### config.mk
export PLATFORM = sky130hd
export DESIGN_NAME = operand_entry_flat
export DESIGN_NICKNAME = d
export VERILOG_FILES = /design/src/rtl/calc_pkg.sv /design/src/rtl/operand_entry_if.sv /design/src/rtl/bcd_shift_reg.sv /design/src/rtl/operand_entry.sv /design/src/flat_wrapper.sv
export SDC_FILE = /design/constraint.sdc
export NUM_CORES = 1
export LEC_CHECK = 0
export CAP_MARGIN = 20
export CORE_AREA = 4 4 94 87
export CTS_CLUSTER_SIZE = 16
export DETAILED_ROUTE_END_ITERATION = 8
export DIE_AREA = 0 0 98 91
export PLACE_DENSITY_LB_ADDON = 0.12
export SETUP_SLACK_MARGIN = 0.1
export SYNTH_ARGS = -nofsm -noshare
export SYNTH_HDL_FRONTEND = slang
export SYNTH_SLANG_ARGS = --single-unit
export TNS_END_PERCENT = 50
### constraint.sdc
create_clock -name clock -period 3.8 [get_ports clock]
set_clock_uncertainty 0.2 [all_clocks]
set_input_delay 0.95 -clock clock [delete_from_list [all_inputs] [get_ports clock]]
set_output_delay 0.95 -clock clock [all_outputs]
set_load 0.02 [all_outputs]
### src/rtl/calc_pkg.sv
// Shared calculator definitions: key codes, operator and entry-state
// encodings, BCD digit width.
package calc_pkg;

    localparam int DIGIT_W = 4;

    localparam logic [3:0] KEY_ADD = 4'hA;
    localparam logic [3:0] KEY_SUB = 4'hB;
    localparam logic [3:0] KEY_MUL = 4'hC;
    localparam logic [3:0] KEY_DIV = 4'hD;
    localparam logic [3:0] KEY_EQ  = 4'hE;
    localparam logic [3:0] KEY_CLR = 4'hF;

    typedef enum logic [1:0] {
        OP_ADD = 2'b00,
        OP_SUB = 2'b01,
        OP_MUL = 2'b10,
        OP_DIV = 2'b11
    } op_t;

    typedef enum logic [1:0] {
        ST_ENTER_A = 2'b00,
        ST_ENTER_B = 2'b01,
        ST_ISSUE   = 2'b10,
        ST_WAIT    = 2'b11
    } entry_state_t;

    function automatic logic is_op_key(input logic [3:0] k);
        return (k == KEY_ADD) || (k == KEY_SUB) ||
               (k == KEY_MUL) || (k == KEY_DIV);
    endfunction

    function automatic op_t key_to_op(input logic [3:0] k);
        logic [3:0] d;
        d = k - KEY_ADD;
        return op_t'(d[1:0]);
    endfunction

endpackage

### src/rtl/operand_entry_if.sv
// Keypad, ALU and display signals of operand_entry.
// master drives keys/ALU status; slave is the entry block.
interface operand_entry_if #(parameter int DIGITS = 4);

    logic                  key_valid;
    logic                  keytype;
    logic [3:0]            key;
    logic                  alu_busy;
    logic                  result_valid;
    logic [4*DIGITS-1:0]   result;
    logic [4*DIGITS-1:0]   operand_a;
    logic [4*DIGITS-1:0]   operand_b;
    logic [1:0]            operator;
    logic                  start;
    logic [4*DIGITS-1:0]   display;
    logic                  overflow;
    logic [1:0]            entry_state;

    modport master (
        output key_valid, keytype, key, alu_busy, result_valid, result,
        input  operand_a, operand_b, operator, start, display,
        input  overflow, entry_state
    );

    modport slave (
        input  key_valid, keytype, key, alu_busy, result_valid, result,
        output operand_a, operand_b, operator, start, display,
        output overflow, entry_state
    );

endinterface

### src/rtl/bcd_shift_reg.sv
// One BCD operand register with digit count; zero/load/insert controls.
// zero together with insert restarts the operand with the new digit.
module bcd_shift_reg
    import calc_pkg::*;
#(
    parameter int DIGITS = 4
) (
    input  logic                      clock,
    input  logic                      reset,
    input  logic                      insert,
    input  logic                      zero,
    input  logic                      load,
    input  logic [DIGIT_W-1:0]        digit,
    input  logic [DIGIT_W*DIGITS-1:0] load_value,
    output logic [DIGIT_W*DIGITS-1:0] value,
    output logic [$clog2(DIGITS+1)-1:0] count,
    output logic                      full
);

    localparam int W  = DIGIT_W * DIGITS;
    localparam int CW = $clog2(DIGITS + 1);

    logic [W-1:0]  base_v;
    logic [CW-1:0] base_c;
    logic          take;

    always_comb begin
        base_v = zero ? '0 : value;
        base_c = zero ? '0 : count;
        // A leading zero never occupies a digit slot
        take   = (base_c < CW'(DIGITS)) &&
                 !((base_c == '0) && (digit == '0));
    end

    assign full = (count == CW'(DIGITS));

    always_ff @(posedge clock) begin
        if (reset) begin
            value <= '0;
            count <= '0;
        end else if (load) begin
            value <= load_value;
            count <= CW'(DIGITS);
        end else if (insert && take) begin
            value <= (base_v << DIGIT_W) | W'(digit);
            count <= base_c + 1'b1;
        end else begin
            value <= base_v;
            count <= base_c;
        end
    end

endmodule

### src/rtl/operand_entry.sv
// Calculator operand entry: builds BCD operands from keys, issues ALU start.
// Define OPERAND_ENTRY_CHAIN_EN to load the ALU result back into operand A.
module operand_entry
    import calc_pkg::*;
#(
    parameter int DIGITS = 4
) (
    input  logic           clock,
    input  logic           reset,
    operand_entry_if.slave bus
);

    localparam int W  = DIGIT_W * DIGITS;
    localparam int CW = $clog2(DIGITS + 1);

`ifdef OPERAND_ENTRY_CHAIN_EN
    localparam logic CHAIN = 1'b1;
`else
    localparam logic CHAIN = 1'b0;
`endif

    entry_state_t  state;
    op_t           operator_q;
    logic          start_q, overflow_q, fresh;
    logic [W-1:0]  a_val, b_val;
    logic [CW-1:0] a_cnt, b_cnt;
    logic          a_full, b_full;
    logic          dig, fn, op_key, eq_key, clr, res;
    logic          in_a, in_b, b_empty;
    logic          a_ins, a_zero, a_load, b_ins, b_zero;
    logic          a_ovf, b_ovf;

    always_comb begin
        dig     = bus.key_valid & bus.keytype;
        fn      = bus.key_valid & ~bus.keytype;
        op_key  = fn & is_op_key(bus.key);
        eq_key  = fn & (bus.key == KEY_EQ);
        clr     = fn & (bus.key == KEY_CLR) & (state != ST_WAIT);
        res     = bus.result_valid & (state == ST_WAIT);
        in_a    = (state == ST_ENTER_A);
        in_b    = (state == ST_ENTER_B);
        b_empty = (b_cnt == '0);
        a_ins   = dig & in_a;
        a_zero  = clr | (res & ~CHAIN) | (a_ins & fresh);
        a_load  = res & CHAIN;
        b_ins   = dig & in_b;
        b_zero  = clr | (op_key & in_a) | res;
        // A digit after a chained result restarts A, so it cannot overflow
        a_ovf   = a_ins & a_full & ~fresh;
        b_ovf   = b_ins & b_full;
    end

    bcd_shift_reg #(.DIGITS(DIGITS)) u_a (
        .clock      (clock),
        .reset      (reset),
        .insert     (a_ins),
        .zero       (a_zero),
        .load       (a_load),
        .digit      (bus.key),
        .load_value (bus.result),
        .value      (a_val),
        .count      (a_cnt),
        .full       (a_full)
    );

    bcd_shift_reg #(.DIGITS(DIGITS)) u_b (
        .clock      (clock),
        .reset      (reset),
        .insert     (b_ins),
        .zero       (b_zero),
        .load       (1'b0),
        .digit      (bus.key),
        .load_value (bus.result),
        .value      (b_val),
        .count      (b_cnt),
        .full       (b_full)
    );

    always_ff @(posedge clock) begin
        if (reset) begin
            state      <= ST_ENTER_A;
            operator_q <= OP_ADD;
            start_q    <= 1'b0;
            overflow_q <= 1'b0;
            fresh      <= 1'b0;
        end else begin
            start_q <= 1'b0;
            if (a_ovf || b_ovf) overflow_q <= 1'b1;
            unique case (state)
                ST_ENTER_A: begin
                    if (clr) begin
                        operator_q <= OP_ADD;
                        overflow_q <= 1'b0;
                        fresh      <= 1'b0;
                    end else if (op_key) begin
                        operator_q <= key_to_op(bus.key);
                        state      <= ST_ENTER_B;
                        fresh      <= 1'b0;
                    end else if (dig) begin
                        fresh <= 1'b0;
                    end
                end
                ST_ENTER_B: begin
                    if (clr) begin
                        operator_q <= OP_ADD;
                        overflow_q <= 1'b0;
                        fresh      <= 1'b0;
                        state      <= ST_ENTER_A;
                    end else if (op_key && b_empty) begin
                        operator_q <= key_to_op(bus.key);
                    end else if (eq_key && !b_empty) begin
                        state <= ST_ISSUE;
                    end
                end
                ST_ISSUE: begin
                    if (clr) begin
                        operator_q <= OP_ADD;
                        overflow_q <= 1'b0;
                        fresh      <= 1'b0;
                        state      <= ST_ENTER_A;
                    end else if (!bus.alu_busy) begin
                        start_q <= 1'b1;
                        state   <= ST_WAIT;
                    end
                end
                ST_WAIT: begin
                    if (res) begin
                        operator_q <= OP_ADD;
                        fresh      <= CHAIN;
                        state      <= ST_ENTER_A;
                    end
                end
            endcase
        end
    end

    always_comb begin
        unique case (state)
            ST_ENTER_A: bus.display = a_val;
            ST_ENTER_B: bus.display = b_empty ? a_val : b_val;
            default:    bus.display = b_val;
        endcase
    end

    assign bus.operand_a   = a_val;
    assign bus.operand_b   = b_val;
    assign bus.operator    = operator_q;
    assign bus.start       = start_q;
    assign bus.overflow    = overflow_q;
    assign bus.entry_state = state;

endmodule

### src/flat_wrapper.sv
// flat-port wrapper written by rule: the top's interface ports become plain ports
module operand_entry_flat import calc_pkg::*;
#(
    parameter int DIGITS = 4
)
  (clock, reset, bus_key_valid, bus_keytype, bus_key, bus_alu_busy, bus_result_valid, bus_result, bus_operand_a, bus_operand_b, bus_operator, bus_start, bus_display, bus_overflow, bus_entry_state);
  operand_entry_if #(.DIGITS(DIGITS)) bus_i ();
  input  logic clock;
  input  logic reset;
  input wire logic [$bits(bus_i.key_valid)-1:0] bus_key_valid;
  input wire logic [$bits(bus_i.keytype)-1:0] bus_keytype;
  input wire logic [$bits(bus_i.key)-1:0] bus_key;
  input wire logic [$bits(bus_i.alu_busy)-1:0] bus_alu_busy;
  input wire logic [$bits(bus_i.result_valid)-1:0] bus_result_valid;
  input wire logic [$bits(bus_i.result)-1:0] bus_result;
  output wire logic [$bits(bus_i.operand_a)-1:0] bus_operand_a;
  output wire logic [$bits(bus_i.operand_b)-1:0] bus_operand_b;
  output wire logic [$bits(bus_i.operator)-1:0] bus_operator;
  output wire logic [$bits(bus_i.start)-1:0] bus_start;
  output wire logic [$bits(bus_i.display)-1:0] bus_display;
  output wire logic [$bits(bus_i.overflow)-1:0] bus_overflow;
  output wire logic [$bits(bus_i.entry_state)-1:0] bus_entry_state;
  assign bus_i.key_valid = bus_key_valid;
  assign bus_i.keytype = bus_keytype;
  assign bus_i.key = bus_key;
  assign bus_i.alu_busy = bus_alu_busy;
  assign bus_i.result_valid = bus_result_valid;
  assign bus_i.result = bus_result;
  assign bus_operand_a = bus_i.operand_a;
  assign bus_operand_b = bus_i.operand_b;
  assign bus_operator = bus_i.operator;
  assign bus_start = bus_i.start;
  assign bus_display = bus_i.display;
  assign bus_overflow = bus_i.overflow;
  assign bus_entry_state = bus_i.entry_state;
  operand_entry #(.DIGITS(DIGITS)) u_core (.clock(clock), .reset(reset), .bus(bus_i));
endmodule
Word level (Yosys, flattened, before mapping)
Index checks and enable logic that the tools add are counted.
- memories kept: 0
- RAM bits: 0
- bits in read-only memories: 0
- bits of input ports: 26
- output and inout port bits: 54
- register bits after elaboration: 45
- bits in latches: 0
- mux-type cells: 35
- add/subtract/negate cells: 3
- bitwise logic cells: 23
- $mul: 0
- shifts and indexed selects: 0
- eq/ne operators: 23
- order comparisons: 2
- div/mod/pow operators: 0
- reductions and logical operators: 28
- operators with widths (kind ; count):
    16-bit two-way mux ; 5
    16-bit by 4-bit bitwise OR with 16-bit output ; 2
    16-bit one-hot mux with 2 select lines ; 1
    2-bit two-way mux ; 13
    4-bit == test, second input constant ; 6
    2-bit one-hot mux with 4 select lines ; 2
    1-bit AND ; 14
    3-bit two-way mux ; 4
    3-bit by 2-bit != test with 1-bit output, second input constant ; 4
    3-bit zero test ; 3
    1-bit two-way mux ; 9
    1-bit logical AND ; 8
    2-bit by 1-bit != test with 1-bit output, second input constant ; 4
    3-bit by 1-bit adder with 3-bit output, second input constant ; 2
    3-bit == test, second input constant ; 2
    3-bit < comparator, second input constant ; 2
    6-bit AND reduction ; 1
    3-bit OR reduction ; 2
    2-bit == test, second input constant ; 2
    4-bit zero test ; 1
    1-bit logical OR ; 4
    2-bit != test, second input constant ; 2
    4-bit by 1-bit != test with 1-bit output, second input constant ; 1
    1-bit bitwise OR ; 4
    11 further kinds ; 16

Logic depth before layout (Yosys ltp)
Gate-level depths: netlist of run 1.
- word-level depth: 15
- gate-level depth with buffers: 11
- gate-level depth less buffers: 10

By module
Synthesis of run 1 repeated with hierarchy kept, for this count alone.
- cell total of the unflattened synthesis: 308
- area total of the unflattened synthesis: 2718.9 um2
- by module, submodules not included (module ; sequential area each (um2) ; cells each ; area each (um2) ; times used):
    bcd_shift_reg ; 380.4 ; 117 ; 1001.0 ; 2
    operand_entry ; 120.1 ; 74 ; 716.9 ; 1

Worst setup path after synthesis of run 1
No wires, ideal clock.
- kind: input port to flip-flop
- from: in bus_key[2]
- to: reg u_core.u_b.value[10]
- cell stages on the path: 11
- arrival time: 2.878 ns
- data required time: 3.530 ns
- buffers on the path: 1
- setup slack: 0.652 ns
- cell sequence: and4b_4 > and3_1 > o211ai_1 > o21a_1 > nand2_1 > ha_1 > a211oi_1 > and2_1 > buf_2 > nand2_1 > a21oi_1
- longest elaborated chain between the ends: 15
- ends and longest elaborated chain (what ; RTL line ; RTL):
    from (decl) ; flat_wrapper.sv:12 ; input wire logic [$bits(bus_i.key)-1:0] bus_key;
    branches (longest 14 deep; another with 3-bit < comparator) ; - ;
    16-bit two-way mux * ; bcd_shift_reg.sv:44 ; end else if (insert && take) begin
    to (signal assigned) ; bcd_shift_reg.sv:42 ; value <= load_value;
    to (signal assigned) ; bcd_shift_reg.sv:45 ; value <= (base_v << DIGIT_W) | W'(digit);
    to (signal assigned) ; bcd_shift_reg.sv:48 ; value <= base_v;
    to (decl) ; bcd_shift_reg.sv:15 ; output logic [DIGIT_W*DIGITS-1:0] value,
Mark *: on every way between the ends. The select of a mux whose other input is x is not followed.
A chain may end at the register's enable or synchronous reset.

Final worst setup path of run 1
- from: reg u_core.u_b.count[0]
- to: out bus_display[7]
- longest elaborated chain between the ends: 3
- ends and longest elaborated chain (what ; RTL line ; RTL):
    from (decl) ; bcd_shift_reg.sv:16 ; output logic [$clog2(DIGITS+1)-1:0] count,
    from (signal assigned) ; bcd_shift_reg.sv:43 ; count <= CW'(DIGITS);
    from (signal assigned) ; bcd_shift_reg.sv:46 ; count <= base_c + 1'b1;
    from (signal assigned) ; bcd_shift_reg.sv:49 ; count <= base_c;
    3-bit zero test ; operand_entry.sv:42 ; b_empty = (b_cnt == '0);
    16-bit two-way mux ; operand_entry.sv:140 ; ST_ENTER_B: bus.display = b_empty ? a_val : b_val;
    16-bit one-hot mux with 2 select lines ; operand_entry.sv:138 ; unique case (state)
    to (decl) ; flat_wrapper.sv:20 ; output wire logic [$bits(bus_i.display)-1:0] bus_display;
No other way between the ends.

==> results of run 1 <==
[layout make-up]
type                       count  area, um2  share of cell area
tap                           93        116              0.0378
sequential                    44        881               0.286
multi-input combinational    184       1100               0.358
clock inverter                 2       35.0              0.0114
timing repair buffer          89        851               0.276
inverter                       6       22.5             0.00731
clock buffer                   6       72.6              0.0235
[through the flow]
stage,cell area [um2],std cells
3_5_place_dp,2970,416
3_3_place_gp,2970,416
5_1_grt,3080,424
6_report,3080,424
4_1_cts,3080,424
2_1_floorplan,2110,250
[worst max-delay path, stage by stage, from the launching register on]
cell             delay, ns
dfxtp_1               0.36
nor2_1                0.18
nand2_1               0.13
a21oi_2               0.15
buf_4                 0.26
mux2_2                0.36
clkdlybuf4s50_1       0.55
[per-layer routing]
metal	track usage	vias to the layer above	part of all wire
met4	0.0415	0	0.011
li1	-	1038	-
met3	0.0215	6	0.022
met5	0	-	0
met1	0.206	946	0.52
met2	0.207	31	0.44
[final timing paths]
check                                       to  slack [ns]  depth (start not counted)
max                             bus_display[7]        0.35                          6
min reg2reg  u_core.u_b.value[13]$_SDFFE_PP0P_        0.27                          2
max reg2reg     u_core.u_b.count[0]$_SDFF_PP0_        1.09                         10
min          u_core.u_b.value[13]$_SDFFE_PP0P_        0.27                          2
[kinds of logic after synthesis]
kind of cell             after synthesis
AND/OR/NAND/NOR                      103
AO/OA/AOI/OAI                         57
flip-flops                            44
buffers and inverters                 22
multiplexers                          18
adder cells (fa/ha/maj)                4
XOR/XNOR                               2
[layout by cell type (no fill, tap or decap), types with 2 or more instances in the layout]
cell	count
a211oi_1	4
o22ai_1	3
o21ai_0	4
buf_12	2
inv_1	5
clkdlybuf4s50_1	63
ha_1	4
and2_1	4
mux2_2	17
clkbuf_8	5
nand3_1	18
nor4_1	2
o211ai_1	2
nand2_1	55
buf_4	24
and3_1	3
dfxtp_1	44
nand2b_1	2
a21oi_1	15
nor2_1	9
o21ai_1	17
[flip-flops by register name, indices dropped and copies added (netlist names)]
| signal | cells |
|---|---|
| u_core.u_a.count | 3 |
| u_core.bus.start | 1 |
| u_core.u_b.count | 3 |
| u_core.bus.operator | 2 |
| u_core.u_b.value | 16 |
| u_core.bus.overflow | 1 |
| u_core.bus.entry_state | 2 |
| u_core.u_a.value | 16 |
[power by group through the flow]
stage / Sequential [mW] / Clock (mW) / Combinational [mW]
CTS: 0.483 / 0.364 / 0.144
finish: 0.483 / 0.356 / 0.142
global placement: 0.494 / 0 / 0.142
global route: 0.485 / 0.385 / 0.154
floorplan: 0.495 / 0 / 0.0782
detailed placement: 0.493 / 0 / 0.143
==> flow_metrics.py, run 1 <==
metrics = {
    "status": {
        "status": "completed",
    },
    "global_route": {
        "grt_overflow_total": 0,
        "grt_max_degree": 35,
        "grt_pass1_wl_um": 10200,
        "grt_pass1_vias": 1944,
        "antenna_found_initial": 0,
        "gr-usage-all-layers": 0.139,
    },
    "synth": {
        "synth_top_area_frac": 0.417,
        "synth_ff_type": "dfxtp_1",
        "syn-instance-count": 250,
        "synthMuxAreaShare": 0.0954,
        "synth_adder_area_share": 0.0237,
        "synth_compound_area_frac": 0.167,
        "syn_area_um2": 2110,
        "avgSynthCellArea_um2": 8.44,
        "async_reset_ff_frac": 0,
        "synth-simple-area-share": 0.229,
        "yosys.area_share.xor_xnor": 0.00830,
        "synth_top_family_by_area": "simple AND/OR/NAND/NOR gates",
        "ys_warn_count": 0,
        "ys_seq_area_frac": 0.417,
        "synth_edf_count": 0,
        "ys_types": 48,
        "synth_fp_nets": 280,
        "yosys.area.top_type": "dfxtp_1",
        "synth_area_leaders": "dfxtp_1 42%, nand2_1 9.8%, mux2_2 9.1%",
        "synth-seq-cells": 44,
        "synth_commonest_cells": "55 x nand2_1, 44 x dfxtp_1, 18 x nand3_1",
        "synth.most_common_cell": "nand2_1",
    },
    "placement": {
        "io_buffers": 63,
        "finalWeightedCongestion": 0.834,
        "hpwl_um": 4790,
        "place_ws_ns": 0.113,
    },
    "pwr": {
        "pwr-share-clk": 0.363,
        "power.switching_mw": 0.249,
        "p_comb_frac": 0.145,
        "p_per_area_nw_per_um2": 318,
        "peakVddDrop_v": 0.000190,
        "total_power_mw": 0.980,
        "power_switching_share": 0.254,
        "internal-power_mw": 0.732,
        "power.share.sequential": 0.493,
        "p_leak_nw": 1.12,
    },
    "sta": {
        "post-route-period-util": 0.907,
        "finalSetupViolCount": 0,
        "timing.hold.ws_ns": 0.274,
        "hold_violations": 0,
        "relSlewSlack": 0.601,
        "rsz0062_at_grt": "false",
        "tightest_slew_ns": 0.583,
        "drv_slew": 0,
        "min_period_ns": 3.45,
        "finalSetupTns_ns": 0,
        "fmax_ghz": 0.290,
        "layout_setup_ws_ns": 0.352,
    },
    "floorplan": {
        "die_x_um": 98,
        "core-area_um2": 7080,
        "initial_utilization": 0.298,
        "rows": 29,
        "die_area_um2": 8920,
        "die_h_um": 91,
        "ioPinCount": 80,
    },
    "clock_tree": {
        "cts.repair.resized": 0,
        "clkSinkCount": 44,
        "clk_latency_ns": 0.29,
        "cts_tree": "done",
        "clk_pin_slew_ns": 0.08,
        "cts_hold_buffers": 0,
        "postCtsSetupBuffers": 0,
        "cts_buffers": 5,
        "h-tree-depth": 2,
        "cts.path.max_buffers": 2,
        "cts_root_buffer": "clkbuf_8",
    },
    "drt": {
        "vias": 2021,
        "postRouteAntennaNets": 0,
        "dr.pass1.iters": 4,
        "wl_um": 6210,
        "drc": 0,
        "viasPerCell": 4.77,
        "drtIter0Drc": 86,
        "wl_per_cell_um": 14.6,
    },
    "setup_path": {
        "start_kind": "flop",
        "end_kind": "primary output",
        "r2r-start": "u_core.bus.entry_state[1]$_SDFFE_PP0P_",
        "cp_max_fo": 16,
        "required_ns": 2.65,
        "crit_start": "u_core.u_b.count[0]$_SDFF_PP0_",
        "arrival_ns": 2.30,
        "critical_path_class": "flop to primary output",
    },
    "final_layout": {
        "final_nets": 360,
        "drive_above_1_share": 0.166,
        "n_antenna_cell": 0,
        "finalCoreUtilization": 0.436,
        "syn_to_final_growth_pct": 46.0,
        "fillerInstances": 718,
    },
    "hold_path": {
        "holdCritStartpoint": "u_core.u_b.value[13]$_SDFFE_PP0P_",
        "hold_class": "flop to flop",
    },
    "job": {
        "cap_violations": 0,
    },
}
(Power assumes the default switching activity.)
==> run 2, diff against run 1 <==
--- a/config.mk
+++ b/config.mk
@@ -10,6 +10,7 @@
 export CTS_CLUSTER_SIZE = 16
 export DETAILED_ROUTE_END_ITERATION = 8
 export DIE_AREA = 0 0 98 91
+export MAX_ROUTING_LAYER = met4
 export PLACE_DENSITY_LB_ADDON = 0.12
 export SETUP_SLACK_MARGIN = 0.1
 export SYNTH_ARGS = -nofsm -noshare
==> flow_metrics.py, run 2 (synthesis results as in run 1) <==
metrics = {
    "status": {
        "status": "completed",
    },
    "placement": {
        "finalWeightedCongestion": 0.847,
        "hpwl_um": 4790,
        "io_buffers": 63,
    },
    "setup_path": {
        "arrival_ns": 2.29,
        "worstPathCellList": "nor2_1, nand2_1, a21oi_2, buf_4, mux2_2, clkdlybuf4s50_1",
        "end_kind": "primary output",
        "cp_max_fo": 16,
        "crit_buf_inv": 2,
        "cp_top_family": "buffers and inverters",
        "start_kind": "flop",
        "slowest_delay_ns": 0.55,
        "critical_path_class": "flop to primary output",
        "cpMaxStageDelayCell": "clkdlybuf4s50_1",
        "required_ns": 2.65,
    },
    "drt": {
        "viasPerCell": 4.73,
        "wl_um": 6210,
        "vias": 2006,
        "dr.pass1.iters": 4,
        "drtIter0Drc": 102,
        "wl_per_cell_um": 14.6,
        "postRouteAntennaNets": 0,
        "drc": 0,
    },
    "floorplan": {
        "die_area_um2": 8920,
        "die_x_um": 98,
        "initial_utilization": 0.298,
        "core-area_um2": 7080,
        "ioPinCount": 80,
        "die_h_um": 91,
        "rows": 29,
    },
    "final_layout": {
        "finalCoreUtilization": 0.436,
        "drive_above_1_share": 0.166,
        "final_cell_mix": "63 x clkdlybuf4s50_1, 55 x nand2_1, 44 x dfxtp_1, 24 x buf_4, 18 x nand3_1",
        "final_common_cell": "clkdlybuf4s50_1",
        "syn_to_final_growth_pct": 46.0,
        "n_antenna_cell": 0,
        "final_nets": 360,
        "fillerInstances": 718,
        "reg.largest.list": "u_core.u_a.value (16), u_core.u_b.value (16)",
    },
    "global_route": {
        "grt_max_degree": 35,
        "grt_pass1_wl_um": 10200,
        "gr-usage-all-layers": 0.145,
        "antenna_found_initial": 0,
        "grt_overflow_total": 0,
        "grt_pass1_vias": 1938,
    },
    "sta": {
        "rsz0062_at_grt": "false",
        "finalSetupViolCount": 0,
        "fmax_ghz": 0.290,
        "finalSetupTns_ns": 0,
        "hold_violations": 0,
        "tightest_slew_ns": 0.583,
        "post-route-period-util": 0.906,
        "drv_slew": 0,
        "min_period_ns": 3.44,
        "relSlewSlack": 0.601,
    },
    "clock_tree": {
        "cts_hold_buffers": 0,
        "cts.path.max_buffers": 2,
        "cts_root_buffer": "clkbuf_8",
        "cts_buffers": 5,
        "cts.repair.resized": 0,
        "clk_latency_ns": 0.29,
        "clkSinkCount": 44,
        "postCtsSetupBuffers": 0,
        "cts_tree": "done",
        "h-tree-depth": 2,
        "clk_pin_slew_ns": 0.08,
    },
    "job": {
        "cap_violations": 0,
    },
    "pwr": {
        "p_leak_nw": 1.12,
        "peakVddDrop_v": 0.000188,
        "total_power_mw": 0.978,
        "p_per_area_nw_per_um2": 317,
    },
    "hold_path": {
        "hold_class": "flop to flop",
    },
}
==> run 2: cell counts in the layout (fill, tap and decap cells not counted) <==
No cell type changed its count.
==> run 2: layout make-up <==
cell class	count	area, um2	share of cell area
Timing Repair Buffer	89	851	0.276
Tap cell	93	116	0.0378
Clock buffer	6	72.6	0.0235
Multi-Input combinational cell	184	1100	0.358
Inverter	6	22.5	0.00731
Clock inverter	2	35.0	0.0114
Sequential cell	44	881	0.286
==> run 2: layer usage <==
metal / track usage / vias to the layer above / routed length (um)
li1: - / 1039 / -
met1: 0.207 / 936 / 3240
met2: 0.207 / 25 / 2790
met3: 0.0299 / 6 / 123
met4: 0.0346 / 0 / 53
met5: - / - / 0
==> run 2: worst paths after layout <==
path,startpoint,endpoint,slack [ns],cells after the start
setup / recovery,u_core.u_b.count[0]$_SDFF_PP0_,bus_display[7],0.36,6
setup reg to reg,u_core.bus.entry_state[1]$_SDFFE_PP0P_,u_core.u_b.count[0]$_SDFF_PP0_,1.09,10
hold / removal,u_core.u_b.value[14]$_SDFFE_PP0P_,u_core.u_b.value[14]$_SDFFE_PP0P_,0.27,2
hold reg to reg,u_core.u_b.value[14]$_SDFFE_PP0P_,u_core.u_b.value[14]$_SDFFE_PP0P_,0.27,2
==> run 2: worst register-to-register path: stages (launching register included) <==
cell      delay, ns
dfxtp_1        0.64
and4bb_1       0.26
a21oi_1        0.18
o21a_1         0.18
nand2_1        0.07
ha_1           0.21
a211oi_1       0.21
buf_4          0.15
nand2_1        0.13
or3_1          0.34
o21ai_1        0.08
==> run 2: report_power, final <==
part | total, mW | internal [mW] | leakage (nW) | switching, mW
sequential | 0.483 | 0.469 | 0.355 | 0.0134
combinational | 0.142 | 0.0669 | 0.713 | 0.0748
clock | 0.354 | 0.195 | 0.0552 | 0.158
total | 0.978 | 0.732 | 1.12 | 0.247
==> run 2: metrics by stage <==
stage,cells,setup WS [ns],hold WS [ns],cell area (um2)
floorplan,250,0.652,0.270,2110
global placement,416,0.111,0.259,2970
detailed placement,416,0.113,0.263,2970
CTS,424,0.323,0.275,3080
global route,424,0.182,0.300,3080
finish,424,0.356,0.275,3080
==> run 3, diff against run 2 <==
--- a/config.mk
+++ b/config.mk
@@ -6,6 +6,8 @@
 export NUM_CORES = 1
 export LEC_CHECK = 0
 export CAP_MARGIN = 20
+export CELL_PAD_IN_SITES_DETAIL_PLACEMENT = 0
+export CELL_PAD_IN_SITES_GLOBAL_PLACEMENT = 1
 export CORE_AREA = 4 4 94 87
 export CTS_CLUSTER_SIZE = 16
 export DETAILED_ROUTE_END_ITERATION = 8
@@ -13,6 +15,7 @@
 export MAX_ROUTING_LAYER = met4
 export PLACE_DENSITY_LB_ADDON = 0.12
 export SETUP_SLACK_MARGIN = 0.1
+export SLEW_MARGIN = 20
 export SYNTH_ARGS = -nofsm -noshare
 export SYNTH_HDL_FRONTEND = slang
 export SYNTH_SLANG_ARGS = --single-unit
==> flow_metrics.py, run 3 (synthesis results as in run 1) <==
metrics = {
    "status": {
        "status": "completed",
    },
    "clock_tree": {
        "cts.path.max_buffers": 2,
        "cts_buffers": 5,
        "cts.repair.resized": 0,
        "clkSinkCount": 44,
        "postCtsSetupBuffers": 0,
        "clk_latency_ns": 0.29,
        "clk_pin_slew_ns": 0.08,
        "cts_hold_buffers": 0,
        "cts_tree": "done",
        "cts_root_buffer": "clkbuf_8",
        "h-tree-depth": 2,
    },
    "global_route": {
        "gr-usage-all-layers": 0.147,
        "antenna_found_initial": 0,
        "grt_overflow_total": 0,
        "grt_pass1_vias": 1847,
        "grt_max_degree": 33,
        "grt_pass1_wl_um": 10300,
    },
    "drt": {
        "wl_per_cell_um": 15.2,
        "dr.pass1.iters": 4,
        "vias": 2008,
        "wl_um": 6380,
        "drtIter0Drc": 83,
        "postRouteAntennaNets": 0,
        "drc": 0,
        "viasPerCell": 4.78,
    },
    "setup_path": {
        "required_ns": 2.65,
        "end_kind": "primary output",
        "r2r_slack_ns": 1.02,
        "cp_max_fo": 16,
        "start_kind": "flop",
        "worstRegToRegCells": 9,
        "critical_path_class": "flop to primary output",
        "arrival_ns": 2.30,
    },
    "sta": {
        "rsz0062_at_grt": "false",
        "finalSetupViolCount": 0,
        "post-route-period-util": 0.909,
        "hold_violations": 0,
        "timing.hold.ws_ns": 0.278,
        "min_period_ns": 3.45,
        "fmax_ghz": 0.290,
        "relSlewSlack": 0.694,
        "finalSetupTns_ns": 0,
        "tightest_slew_ns": 0.447,
        "drv_slew": 0,
    },
    "placement": {
        "finalWeightedCongestion": 0.835,
        "io_buffers": 63,
        "dp_cells": 412,
        "hpwl_um": 4960,
    },
    "final_layout": {
        "fillerInstances": 722,
        "final_cell_mix": "63 x clkdlybuf4s50_1, 55 x nand2_1, 44 x dfxtp_1, 20 x buf_4, 18 x nand3_1",
        "final_common_cell": "clkdlybuf4s50_1",
        "syn_to_final_growth_pct": 45.5,
        "drive_above_1_share": 0.162,
        "instances_no_fill": 420,
        "final_nets": 356,
        "reg.largest.list": "u_core.u_a.value (16), u_core.u_b.value (16)",
        "n_antenna_cell": 0,
    },
    "pwr": {
        "total_power_mw": 1.01,
        "p_leak_nw": 1.11,
        "p_per_area_nw_per_um2": 327,
        "peakVddDrop_v": 0.000141,
    },
    "hold_path": {
        "hold_class": "flop to flop",
        "holdPathStages": 2,
    },
    "job": {
        "cap_violations": 0,
    },
    "floorplan": {
        "core-area_um2": 7080,
        "ioPinCount": 80,
        "die_h_um": 91,
        "die_x_um": 98,
        "rows": 29,
        "initial_utilization": 0.298,
        "die_area_um2": 8920,
    },
}
## run 3: cell types whose count changed in the layout (fill, tap and decap cells not counted), sizes merged
cell / before / now
buf: 26 / 22
## run 3: critical path: stages, from the launching register on
cell             delay, ns
dfxtp_1               0.36
nor2_1                0.19
nand2_1               0.13
a21oi_2               0.15
buf_4                 0.25
mux2_2                0.38
clkdlybuf4s50_1       0.55
## run 3: path summary, 6_finish.rpt
kind,start,endpoint
worst max-delay path,u_core.u_b.count[0]$_SDFF_PP0_,bus_display[3]
worst min register to register,u_core.bus.operator[1]$_SDFFE_PP0P_,u_core.bus.operator[1]$_SDFFE_PP0P_
worst max register to register,u_core.bus.entry_state[1]$_SDFFE_PP0P_,u_core.u_a.value[0]$_SDFF_PP0_
worst min-delay path,u_core.bus.operator[1]$_SDFFE_PP0P_,u_core.bus.operator[1]$_SDFFE_PP0P_
## run 3: final cells by class
cell class / instances / area [um2] / share of cell area
Sequential cell: 44 / 881 / 0.287
Inverter: 6 / 22.5 / 0.00733
Clock inverter: 2 / 38.8 / 0.0126
Tap cell: 93 / 116 / 0.0379
Clock buffer: 6 / 82.6 / 0.0269
Multi-Input combinational cell: 184 / 1110 / 0.361
Timing Repair Buffer: 85 / 821 / 0.267
## run 3: through the flow
step | utilization | worst slack [ns] | cell area [um2]
2_1_floorplan | - | 0.652 | 2110
3_3_place_gp | 0.416 | -0.0288 | 2940
3_5_place_dp | 0.416 | -0.0327 | 2940
4_1_cts | 0.433 | 0.255 | 3070
5_1_grt | 0.434 | 0.155 | 3070
6_report | 0.434 | 0.347 | 3070
## run 3: report_power, final
part	internal (mW)	switching (mW)
Combinational	0.0662	0.0762
Sequential	0.470	0.0130
Clock	0.215	0.165
Total	0.751	0.254
## run 3: metal layers
layer  vias up  part of all wire  GRT usage
met2        29              0.43      0.205
li1       1031                 -          -
met5         -                 0          -
met3         4             0.026     0.0299
met1       944              0.54      0.220
met4         0            0.0055     0.0277
